### src/rtl/rv32_mod_mem_arbiter.sv
// rv32_mod_mem_arbiter: round-robin arbiter that shares one memory port between
// the instruction and data requesters, with a per-transaction response timeout.
`default_nettype none

module rv32_mod_mem_arbiter #(
  parameter int unsigned TIMEOUT_CYCLES = 255
) (
  input  logic        clk,
  input  logic        reset,
  // instruction side
  input  logic        instr_req,
  input  logic [31:0] instr_addr,
  output logic        instr_ack,
  output logic        instr_err,
  output logic [31:0] instr_data_o,
  // data side
  input  logic        data_req,
  input  logic        data_wr,
  input  logic [31:0] data_addr,
  input  logic [3:0]  data_be,
  input  logic [31:0] data_wdata,
  output logic        data_ack,
  output logic        data_err,
  output logic [31:0] data_rdata,
  // memory side
  output logic        mem_req,
  output logic        mem_wr,
  output logic [31:0] mem_addr,
  output logic [3:0]  mem_be,
  output logic [31:0] mem_wdata,
  input  logic        mem_ack,
  input  logic        mem_err,
  input  logic [31:0] mem_rdata
);

  typedef enum logic [1:0] {
    IDLE   = 2'd0,
    BUSY_I = 2'd1,
    BUSY_D = 2'd2,
    DONE   = 2'd3
  } state_t;

  localparam logic [15:0] TIMEOUT_LIMIT = 16'(TIMEOUT_CYCLES);

  state_t      state;
  state_t      state_next;
  logic [15:0] timeout_count;
  logic        last_data;
  logic        busy;
  logic        timed_out;
  logic        resp_ack;
  logic        resp_err;
  logic        grant_data;
  logic        grant_instr;

  assign busy      = (state == BUSY_I) || (state == BUSY_D);
  // A real memory response in the limit cycle takes precedence over the timeout.
  assign timed_out = busy && (timeout_count == TIMEOUT_LIMIT) && !mem_ack && !mem_err;
  assign resp_err  = busy && (mem_err || timed_out);
  assign resp_ack  = busy && mem_ack && !mem_err;

  // On contention the requester not served last wins; last_data resets to 0 so data goes first.
  assign grant_data  = data_req && (!instr_req || !last_data);
  assign grant_instr = instr_req && !grant_data;

  assign instr_ack    = (state == BUSY_I) && resp_ack;
  assign instr_err    = (state == BUSY_I) && resp_err;
  assign instr_data_o = instr_ack ? mem_rdata : 32'h0;
  assign data_ack     = (state == BUSY_D) && resp_ack;
  assign data_err     = (state == BUSY_D) && resp_err;
  assign data_rdata   = data_ack ? mem_rdata : 32'h0;

  always_ff @(posedge clk or posedge reset) begin
    if (reset) begin
      state <= IDLE;
    end else begin
      state <= state_next;
    end
  end

  always_comb begin
    state_next = state;
    case (state)
      IDLE: begin
        if (grant_data) begin
          state_next = BUSY_D;
        end else if (grant_instr) begin
          state_next = BUSY_I;
        end
      end
      BUSY_I, BUSY_D: begin
        if (resp_ack || resp_err) begin
          state_next = DONE;
        end
      end
      DONE: begin
        state_next = IDLE;
      end
    endcase
  end

  always_ff @(posedge clk or posedge reset) begin
    if (reset) begin
      mem_req       <= 1'b0;
      mem_wr        <= 1'b0;
      mem_addr      <= 32'h0;
      mem_be        <= 4'h0;
      mem_wdata     <= 32'h0;
      timeout_count <= 16'h0;
      last_data     <= 1'b0;
    end else begin
      mem_req <= (state_next == BUSY_I) || (state_next == BUSY_D);

      // Request fields are captured only on the grant edge and then held.
      if (state == IDLE) begin
        if (grant_data) begin
          mem_wr    <= data_wr;
          mem_addr  <= data_addr;
          mem_be    <= data_be;
          mem_wdata <= data_wdata;
          last_data <= 1'b1;
        end else if (grant_instr) begin
          mem_wr    <= 1'b0;
          mem_addr  <= instr_addr;
          mem_be    <= 4'hF;
          mem_wdata <= 32'h0;
          last_data <= 1'b0;
        end
      end

      if (state == IDLE) begin
        timeout_count <= 16'h0;
      end else if (busy && !mem_ack && !mem_err && (timeout_count != TIMEOUT_LIMIT)) begin
        timeout_count <= timeout_count + 16'h1;
      end
    end
  end

endmodule

`default_nettype wire

### config.mk
export PLATFORM = sky130hd
export DESIGN_NAME = rv32_mod_mem_arbiter
export DESIGN_NICKNAME = d
export VERILOG_FILES = /design/src/rtl/rv32_mod_mem_arbiter.sv
export SDC_FILE = /design/constraint.sdc
export NUM_CORES = 1
export LEC_CHECK = 0
export CORE_MARGIN = 2
export CORE_UTILIZATION = 37
export CTS_CLUSTER_DIAMETER = 60
export DETAILED_ROUTE_END_ITERATION = 7
export GPL_TIMING_DRIVEN = 0
export PLACE_DENSITY = 0.81
export SYNTH_ARGS = -nofsm -noshare
export SYNTH_HDL_FRONTEND = slang
export SYNTH_SLANG_ARGS = --single-unit
### constraint.sdc
create_clock -name clk -period 3.32 [get_ports clk]
set_input_delay 0.664 -clock clk [delete_from_list [all_inputs] [get_ports clk]]
set_output_delay 0.664 -clock clk [all_outputs]
set_load 0.01 [all_outputs]
==> flow_metrics.env, run 1 <==
export IMPL_rsz0062_at_grt="yes"
export IMPL_fp_dieW_um=113.0
export IMPL_cts_clk_slew_worst_paths_ns=0.07
export IMPL_r2r_start="state[0]$_DFF_PP0_"
export IMPL_power_switching_mw=1.847
export IMPL_max_freq_ghz=0.3117
export IMPL_vias=4356
export IMPL_power_mw=5.621
export IMPL_relSlewSlack_pct=56.09
export IMPL_multi_input_area_mm2=0.002057
export IMPL_hold_viol_final=0
export IMPL_ff_latch_area_mm2=0.002227
export IMPL_cts_tree="yes"
export IMPL_hold_buffers=0
export IMPL_portBuffers=276
export IMPL_ys_ff_latch=89
export IMPL_yosysTopAreaCell="dfrtp_1"
export IMPL_die_y_um=113.0
export IMPL_synthesis_area_mm2=0.004397
export IMPL_grtUsageTotal_pct=23.05
export IMPL_clockPowerShare_pct=22.5
export IMPL_power_density_mw_per_mm2=722.6
export IMPL_power_switching_share_pct=32.87
export IMPL_synth_yosys_seq_area_share_pct=50.65
export IMPL_synth_edff_count=0
export IMPL_synthFlopType="dfrtp_1"
export IMPL_p_seq_share_pct=31.7
export IMPL_hold_path_class="flip-flop to flip-flop"
export IMPL_synth_area_leaders="dfrtp_1 (51%), and2_1 (9.2%), mux2i_1 (7.5%), a22o_1 (6.8%), o21ai_0 (4.0%)"
export IMPL_synth_fp_nets=563
export IMPL_crit_required_ns=2.66
export IMPL_finalWeightedCongestion=0.9947
export IMPL_violations="DRC"
export IMPL_grt_pass1_wl_um=23060
export IMPL_via_per_inst=5.071
export IMPL_slew_viol_final=0
export IMPL_tns_ns=0
export IMPL_fin_crit_ns=3.208
export IMPL_status="finished, violations left"
export IMPL_cts_sinks=89
export IMPL_p_int_mw=3.774
export IMPL_design_core_area_mm2=0.01152
export IMPL_synthCells=420
export IMPL_initial_core_util_pct=38.18
export IMPL_drive_above_1_share_pct=5.742
export IMPL_worst_setup_path_type="flip-flop to output port"
export IMPL_area_growth_pct=76.92
export IMPL_startpoint="timeout_count[8]$_DFFE_PP0P_"
export IMPL_combPwrFrac_pct=45.7
export IMPL_post_route_util_pct=67.55
export IMPL_wire_per_inst_um=17.57
export IMPL_finalNetCount=852
export IMPL_fp_dieArea_mm2=0.01277
export IMPL_antenna_found_initial=2
export IMPL_synth_cell_types=43
export IMPL_wl_um=15100
export IMPL_pin_count=277
export IMPL_place_detailed_hpwl_um=12080
export IMPL_rows=39
export IMPL_grt_pass1_vias=4408
export IMPL_first_iter_violations=190
export IMPL_cap_violations=0
export IMPL_setup_viol=0
export IMPL_h_tree_depth=3
export IMPL_async_reset_ff_share_pct=100.0
export IMPL_yosys_warnings=0
export IMPL_ys_top_cells_by_count="dfrtp_1 (89), and2_1 (65), nand2_1 (38), o21ai_0 (35), a22o_1 (34)"
export IMPL_synth_most_common_cell="dfrtp_1"
export IMPL_fill_cells=948
export IMPL_arrival_ns=2.54
export IMPL_cp_max_fo=6
export IMPL_fin_skew_ns=0.006897
export IMPL_synth_top_area_share_pct=50.65
export IMPL_ant_nets=0
export IMPL_ir_drop_mv=0.5008
export IMPL_fin_crit_sh_pct=96.63
export IMPL_avgSynthCellArea_um2=10.47
export IMPL_leakagePower_nw=3.322
export IMPL_worst_setup_path_start_kind="flip-flop"
export IMPL_worst_slew_pin_slew_ns=0.6542
export IMPL_clockBufferDepth=2
export IMPL_cts_made_buffers=9
export IMPL_post_route_drc_count=20
export IMPL_worstHoldStart="mem_addr[22]$_DFFE_PP0P_"
export IMPL_grt_max_degree=69
export IMPL_end_kind="output port"
export IMPL_drt_first_pass_iters=7
export IMPL_grt_overflow_total=0
export IMPL_dp_cells=840
export IMPL_clk_latency_ns=0.34
export IMPL_root_buffer="clkbuf_16"
export IMPL_final_cells=859
registers in the layout (all words and copies together) (netlist names):
| signal | cells |
|---|---|
| mem_wr | 1 |
| last_data | 1 |
| timeout_count | 16 |
| mem_be | 4 |
| mem_req | 1 |
| mem_addr | 32 |
| state | 2 |
| mem_wdata | 32 |
cell type report:
type	instances	share of cell area, %
inverter	6	0.3217
sequential	89	28.63
clock inverter	6	1.753
multi-input combinational	298	26.44
buffer	27	1.448
clock buffer	10	3.072
timing repair buffer	278	35.97
antenna	2	0.06434
tap	143	2.300
placed cells by master, fill, tap and decap left out, types with 2 or more instances in the layout:
| cell | instances |
|---|---|
| o21ai_1 | 2 |
| and3_1 | 3 |
| and4_1 | 3 |
| a21o_1 | 2 |
| nand2b_1 | 2 |
| nand4_1 | 7 |
| a22o_1 | 34 |
| buf_2 | 4 |
| clkdlybuf4s50_1 | 276 |
| and2_1 | 65 |
| or4_1 | 4 |
| xor2_1 | 3 |
| clkbuf_1 | 17 |
| o22a_1 | 4 |
| bufinv_16 | 4 |
| nor2_1 | 9 |
| nand2_1 | 38 |
| nor2b_1 | 7 |
| mux2i_1 | 33 |
| dfrtp_1 | 89 |
| o31ai_1 | 2 |
| ha_1 | 3 |
| nand3_1 | 6 |
| a21oi_1 | 9 |
| or3_1 | 3 |
| diode_2 | 2 |
| and3_2 | 2 |
| clkbuf_2 | 5 |
| clkbuf_16 | 9 |
| inv_1 | 5 |
| nor4_1 | 3 |
| mux2_2 | 2 |
| o21ai_0 | 35 |
| mux2_1 | 2 |
cells by family after synthesis:
group / after synthesis / synth area share [%]
multiplexers: 38 / 8.879
AND/OR/NAND/NOR: 159 / 21.06
AO/OA/AOI/OAI: 93 / 14.57
flip-flops: 89 / 50.65
XOR/XNOR: 4 / 0.7970
adder cells (fa/ha/maj): 4 / 1.138
buffers and inverters: 33 / 2.902
critical path: stages, from the launching register on:
cell and delay [ns]:
dfrtp_1 0.43, or4_4 0.60, nor4_4 0.27, a21o_1 0.17, and3_1 0.18, clkdlybuf4s50_1 0.57
power by group through the flow:
| stage | Sequential (mW) | Combinational (mW) | Clock, mW |
|---|---|---|---|
| floorplan | 1.95 | 0.935 | 0 |
| global placement | 1.77 | 2.49 | 0 |
| detailed placement | 1.79 | 2.56 | 0 |
| CTS | 1.79 | 2.57 | 1.29 |
| global route | 1.84 | 2.77 | 1.33 |
| finish | 1.78 | 2.57 | 1.27 |
repair_timing:
action / CTS / global route
setup endpoints to repair: 60 / 59
hold endpoints to repair: 0 / 0
setup buffers: 1 / 0
resized for setup: 7 / 3
pin swaps: 1 / 0
per-layer routing:
| layer | track usage [%] | part of all wire, % | wire (um) |
|---|---|---|---|
| met5 | 0 | 0 | 0 |
| met2 | 41.76 | 53 | 7953 |
| met3 | 5.356 | 7.7 | 1158 |
| met4 | 9.268 | 2.5 | 384 |
| met1 | 26.19 | 37 | 5598 |
path summary, 6_finish.rpt:
path | cells after the start | end | slack, ns
max in group asynchronous | 3 | mem_addr[11]$_DFFE_PP0P_ | 2.07
min reg2reg | 2 | mem_addr[22]$_DFFE_PP0P_ | 0.48
min in group asynchronous | 2 | mem_wdata[22]$_DFFE_PP0P_ | 0.64
min | 2 | mem_addr[22]$_DFFE_PP0P_ | 0.48
max reg2reg | 6 | timeout_count[10]$_DFFE_PP0P_ | 0.83
max | 5 | instr_err | 0.11
metrics by stage:
step	hold WS [ns]	instance area [um2]	setup slack (ns)
3_3_place_gp	0.4577	7338	-0.9209
4_1_cts	0.4839	7760	0.0009144
2_1_floorplan	0.4414	4397	0.3491
6_report	0.4814	7779	0.1118
5_1_grt	0.5051	7779	-0.008743
3_5_place_dp	0.4698	7368	-0.02336
(Power assumes the default switching activity.)
==> run 2: changes to the inputs <==
--- a/config.mk
+++ b/config.mk
@@ -5,9 +5,8 @@
 export SDC_FILE = /design/constraint.sdc
 export NUM_CORES = 1
 export LEC_CHECK = 0
-export CORE_MARGIN = 2
 export CORE_UTILIZATION = 37
-export CTS_CLUSTER_DIAMETER = 60
+export CTS_CLUSTER_SIZE = 12
 export DETAILED_ROUTE_END_ITERATION = 7
 export GPL_TIMING_DRIVEN = 0
 export PLACE_DENSITY = 0.81
==> run 2 against run 1 <==
  * Final cell count is 0.12% lower
  * The run still ends with DRC left
  * Worst setup slack better by 0.0028 ns
  * Largest cell class unchanged
  * Design area is 1.1% lower
  * Die area is 3.5% lower
  * Global-route usage is 1.5 points higher
  * Critical endpoint unchanged
  * Clock-buffer cell count is 3 higher
  * Utilization is 0.75 points lower
  * Hold slack worse by 0.0078 ns
==> flow_metrics.env, run 2 (synthesized netlist as in run 1, its figures left out) <==
export IMPL_status="finished, violations left"
export IMPL_violations="DRC"
export IMPL_post_route_drc_count=40
export IMPL_place_detailed_hpwl_um=11670
export IMPL_relSlewSlack_pct=47.53
export IMPL_rrSetupSlack_ns=0.91
export IMPL_finalNetCount=852
export IMPL_placed_cell_area_mm2=0.007368
export IMPL_ant_nets=0
export IMPL_h_tree_depth=3
export IMPL_root_buffer="clkbuf_16"
export IMPL_cts_made_buffers=9
export IMPL_setup_viol=0
export IMPL_drt_first_pass_iters=6
export IMPL_leakagePower_nw=3.284
export IMPL_cp_max_fo=6
export IMPL_layout_common_cells="clkdlybuf4s50_1 (276), dfrtp_1 (89), and2_1 (65)"
export IMPL_arrival_ns=2.54
export IMPL_clk_latency_ns=0.34
export IMPL_hold_viol_final=0
export IMPL_rsz0062_at_grt="no"
export IMPL_power_density_mw_per_mm2=695.9
export IMPL_design_core_area_mm2=0.01152
export IMPL_finalWeightedCongestion=0.9880
export IMPL_antenna_found_initial=2
export IMPL_die_y_um=111.0
export IMPL_path_cells="or4_4, nor4_4, a21o_1, and3_1, clkdlybuf4s50_1"
export IMPL_clockBufferDepth=2
export IMPL_slowest_stage="or4_4"
export IMPL_post_route_util_pct=66.80
export IMPL_hold_path_class="flip-flop to flip-flop"
export IMPL_end_kind="output port"
export IMPL_grt_pass1_vias=4455
export IMPL_fp_dieW_um=111.0
export IMPL_grt_overflow_total=0
export IMPL_worst_setup_path_start_kind="flip-flop"
export IMPL_fin_crit_sh_pct=96.55
export IMPL_slew_viol_final=0
export IMPL_area_growth_pct=74.96
export IMPL_portBuffers=276
export IMPL_first_iter_violations=225
export IMPL_wl_um=14790
export IMPL_cts_tree="yes"
export IMPL_max_freq_ghz=0.3120
export IMPL_via_per_inst=5.159
export IMPL_hold_end="last_data$_DFFE_PP0P_"
export IMPL_r2r_start="state[1]$_DFF_PP0_"
export IMPL_fp_dieArea_mm2=0.01232
export IMPL_rows=39
export IMPL_worst_slew_pin_slew_ns=0.7818
export IMPL_grtUsageTotal_pct=24.55
export IMPL_pin_count=277
export IMPL_fin_area_mm2=0.007692
export IMPL_holdPathStages=2
export IMPL_cts_sinks=89
export IMPL_crit_required_ns=2.66
export IMPL_hold_buffers=0
export IMPL_layout_commonest_cell="clkdlybuf4s50_1"
export IMPL_ff2ff_path_depth=6
export IMPL_drive_above_1_share_pct=5.189
export IMPL_fin_crit_ns=3.205
export IMPL_grt_max_degree=55
export IMPL_vias=4426
export IMPL_worst_setup_path_type="flip-flop to output port"
export IMPL_initial_core_util_pct=38.18
export IMPL_wire_per_inst_um=17.24
export IMPL_fin_skew_ns=0.006575
export IMPL_cap_violations=0
export IMPL_timing_rr_end="timeout_count[10]$_DFFE_PP0P_"
export IMPL_grt_pass1_wl_um=23400
export IMPL_startpoint="timeout_count[8]$_DFFE_PP0P_"
export IMPL_top_regs="mem_addr (32), mem_wdata (32), timeout_count (16)"
export IMPL_worstHoldStart="last_data$_DFFE_PP0P_"
export IMPL_cts_clk_slew_worst_paths_ns=0.06
export IMPL_ir_drop_mv=0.4266
export IMPL_slowest_delay_ns=0.60
run 2: cell types whose count changed in the layout (fill, tap and decap cells not counted), sizes merged:
cell      delta
buf          +1
bufinv       -3
clkbuf       +2
clkinv       +1
clkinvlp     -1
inv          -1
run 2: cell type report:
cell class	instances	area (um2)
Tap cell	143	178.9
Buffer	27	112.6
Clock buffer	13	250.2
Timing Repair Buffer	278	2798
Multi-Input combinational cell	298	2057
Sequential cell	89	2227
Inverter	6	25.02
Antenna cell	2	5.005
Fill cell	931	3824
Clock inverter	2	38.79
run 2: what timing repair did:
item | CTS | global route
setup endpoints to repair | 57 | 58
gates resized for setup | 6 | 5
gates cloned | 0 | 0
setup buffers | 1 | 0
pin swaps | 1 | 0
hold endpoints to repair | 0 | 0
run 2: worst max-delay path by stage:
stage,end,slack (ns),cells past startpoint
2_1_floorplan,last_data$_DFFE_PP0P_,0.35,1
3_3_place_gp,mem_addr[26]$_DFFE_PP0P_,-0.90,2
3_5_place_dp,data_rdata[7],-0.01,6
4_1_cts,data_rdata[7],0.01,7
5_1_grt,data_rdata[7],0.01,7
6_report,instr_err,0.11,5
run 2: stage by stage:
stage	setup slack, ns	total power [mW]	hold slack, ns	TNS, ns	std cells
after floorplan	0.3491	2.889	0.4414	0	420
after global placement	-0.9007	4.259	0.4595	-79.83	839
after detailed placement	-0.01193	4.338	0.4632	-0.01193	840
after CTS	0.01440	5.373	0.4780	0	856
after global routing	0.01450	5.683	0.5015	0	858
final	0.1146	5.353	0.4736	0	858
run 2: layer usage:
| metal | GRT usage [%] | share of wire (%) | vias to the layer above | routed length [um] |
|---|---|---|---|---|
| met5 | 0 | 0 | - | 0 |
| met4 | 13.24 | 3.5 | 0 | 524 |
| met3 | 5.796 | 7.4 | 42 | 1095 |
| met2 | 44.32 | 52 | 217 | 7759 |
| met1 | 26.54 | 37 | 2101 | 5414 |
| li1 | - | - | 2066 | - |
run 2: where the power goes:
group	total, mW	switching [mW]	internal [mW]
registers	1.78	0.252	1.53
logic	2.58	1.17	1.41
clock network	0.993	0.391	0.602
run 2: worst max-delay path, delay by kind of cell (launching register included):
family | cells | cell delay [ns]
flip-flops | 1 | 0.44
buffers and inverters | 1 | 0.58
AND/OR/NAND/NOR | 3 | 1.02
AO/OA/AOI/OAI | 1 | 0.17
==> run 3: changes to the inputs <==
--- a/config.mk
+++ b/config.mk
@@ -8,8 +8,8 @@
 export CORE_UTILIZATION = 37
 export CTS_CLUSTER_SIZE = 12
 export DETAILED_ROUTE_END_ITERATION = 7
+export DONT_BUFFER_PORTS = 1
 export GPL_TIMING_DRIVEN = 0
-export PLACE_DENSITY = 0.81
 export SYNTH_ARGS = -nofsm -noshare
 export SYNTH_HDL_FRONTEND = slang
 export SYNTH_SLANG_ARGS = --single-unit
==> run 3 against run 2 <==
  * Critical endpoint is now instr_data_o[25]
  * Non-clock buffer count down 277
  * Largest power group is now registers
  * Register-to-register slack worse by 0.02 ns
  * Combinational power shrank 54%
  * Clock-buffer cell count fell by 2
  * Via count decreased by 26%
  * Final cell count decreased by 32%
  * The run still ends with DRC left
  * Die area unchanged
  * Clock power is 5.1% lower
  * Sequential cell count unchanged
  * Fmax is 10% higher
  * Clock skew decreased by 0.00080 ns
==> flow_metrics.env, run 3 (synthesized netlist as in run 1, its figures left out) <==
export IMPL_wl_met1_um=4558
export IMPL_cap_violations=0
export IMPL_cts_tree="yes"
export IMPL_clk_latency_ns=0.34
export IMPL_cts_sinks=89
export IMPL_crit_required_ns=2.66
export IMPL_worst_setup_path_type="flip-flop to output port"
export IMPL_worst_slew_pin_slew_ns=0.7437
export IMPL_tns_ns=0
export IMPL_hold_path_class="input pin to async pin"
export IMPL_pin_count=277
export IMPL_cp_num_buf_inv=2
export IMPL_leakagePower_nw=2.216
export IMPL_grtUsageTotal_pct=21.12
export IMPL_fin_crit_ns=2.906
export IMPL_arrival_ns=2.24
export IMPL_fin_skew_ns=0.005775
export IMPL_postLayoutSetupSlackWorst_ns=0.4137
export IMPL_pre_cts_slack_ns=0.6796
export IMPL_first_iter_violations=154
export IMPL_fin_area_mm2=0.004877
export IMPL_worst_setup_path_start_kind="flip-flop"
export IMPL_rsz0062_at_grt="no"
export IMPL_finalWeightedCongestion=0.8198
export IMPL_slew_viol_final=0
export IMPL_crit_family="simple AND/OR/NAND/NOR gates"
export IMPL_post_route_drc_count=40
export IMPL_clockBufferDepth=2
export IMPL_layout_common_cells="dfrtp_1 (89), and2_1 (65), nand2_1 (38)"
export IMPL_place_detailed_hpwl_um=9918
export IMPL_grt_max_degree=48
export IMPL_grt_pass1_vias=3383
export IMPL_setup_viol=0
export IMPL_die_y_um=111.0
export IMPL_max_freq_ghz=0.3441
export IMPL_ant_nets=0
export IMPL_via_per_inst=5.678
export IMPL_fp_dieW_um=111.0
export IMPL_initial_core_util_pct=38.18
export IMPL_path_cells="inv_1, ha_1, nor2b_1, and3_1, clkbuf_1, and2_1"
export IMPL_grt_overflow_total=0
export IMPL_violations="DRC"
export IMPL_design_core_area_mm2=0.01152
export IMPL_hold_viol_final=0
export IMPL_fin_crit_sh_pct=87.54
export IMPL_h_tree_depth=3
export IMPL_wire_per_inst_um=21.98
export IMPL_slowest_delay_ns=0.39
export IMPL_ir_drop_mv=0.4690
export IMPL_power_density_mw_per_mm2=858.8
export IMPL_drt_first_pass_iters=6
export IMPL_vias=3293
export IMPL_root_buffer="clkbuf_16"
export IMPL_end_kind="output port"
export IMPL_cts_resized=0
export IMPL_relSlewSlack_pct=50.09
export IMPL_fp_dieArea_mm2=0.01232
export IMPL_portBuffers=0
export IMPL_rows=39
export IMPL_topRoutingLayerUsed="met4"
export IMPL_finalNetCount=575
export IMPL_hold_buffers=0
export IMPL_n_antenna_cell=0
export IMPL_area_growth_pct=10.93
export IMPL_slowest_stage="dfrtp_1"
export IMPL_layout_commonest_cell="dfrtp_1"
export IMPL_wl_um=12750
export IMPL_dp_cells=564
export IMPL_final_cells=580
export IMPL_top_regs="mem_addr (32), mem_wdata (32), timeout_count (16)"
export IMPL_status="finished, violations left"
export IMPL_wl_met2_um=6717
export IMPL_cp_max_fo=10
export IMPL_placed_cell_area_mm2=0.004606
export IMPL_cts_made_buffers=9
export IMPL_grt_pass1_wl_um=19400
export IMPL_cts_setup_buffers=0
export IMPL_drive_above_1_share_pct=6.636
export IMPL_antenna_found_initial=0
export IMPL_power_mw=4.188
export IMPL_cts_clk_slew_worst_paths_ns=0.06
export IMPL_wl_met3_um=1017
[run 3: changes by cell type in the layout (fill, tap and decap cells not counted), moves of 2 or more]
cell             change
and3_1               +2
inv_6                +2
diode_2              -2
clkbuf_1             +5
and3_2               -2
clkbuf_2             -4
clkdlybuf4s50_1    -276
buf_2                -2
[run 3: routing by layer]
layer  global-route usage, %  up-vias
met1                   21.84     1566
met2                   38.24      197
met5                       0        -
li1                        -     1507
met3                   6.233       23
met4                   11.62        0
[run 3: path summary, 6_finish.rpt]
kind / start / endpoint / slack [ns] / depth (start not counted)
max in group asynchronous: reset / state[1]$_DFF_PP0_ / 2.43 / 2
worst min-delay path: reset / mem_wdata[24]$_DFFE_PP0P_ / 0.26 / 1
min in group clk: data_be[2] / mem_be[2]$_DFFE_PP0P_ / 0.45 / 1
worst min register to register: last_data$_DFFE_PP0P_ / last_data$_DFFE_PP0P_ / 0.48 / 2
worst max-delay path: state[0]$_DFF_PP0_ / instr_data_o[25] / 0.41 / 6
worst max register to register: state[0]$_DFF_PP0_ / mem_addr[17]$_DFFE_PP0P_ / 0.89 / 7
[run 3: layout make-up]
class	instances	area (um2)
Tap cell	143	178.9
Sequential cell	89	2227
Buffer	27	105.1
Fill cell	1107	6639
Multi-Input combinational cell	298	2042
Clock buffer	11	232.7
Timing Repair Buffer	1	27.53
Clock inverter	5	38.79
Inverter	6	25.02
[run 3: worst reg2reg max path, cell delays in order (launching register included)]
cell and delay [ns]:
dfrtp_1 0.39, inv_1 0.11, ha_1 0.28, o21ai_1 0.43
clkbuf_1 0.50, clkbuf_1 0.44, nand2_1 0.09, o21ai_0 0.09
[run 3: report_power, final]
part / total (mW) / internal [mW] / switching, mW
registers: 2.07 / 1.53 / 0.543
logic: 1.18 / 0.492 / 0.687
clock network: 0.942 / 0.513 / 0.428
total: 4.19 / 2.53 / 1.66
[run 3: metrics by stage]
stage | hold WS, ns | utilization, %
floorplan | 0.4414 | -
global placement | 0.4665 | 39.73
finish | 0.2648 | 42.35
global route | 0.2988 | 42.35
detailed placement | 0.4668 | 39.99
CTS | 0.2729 | 42.35
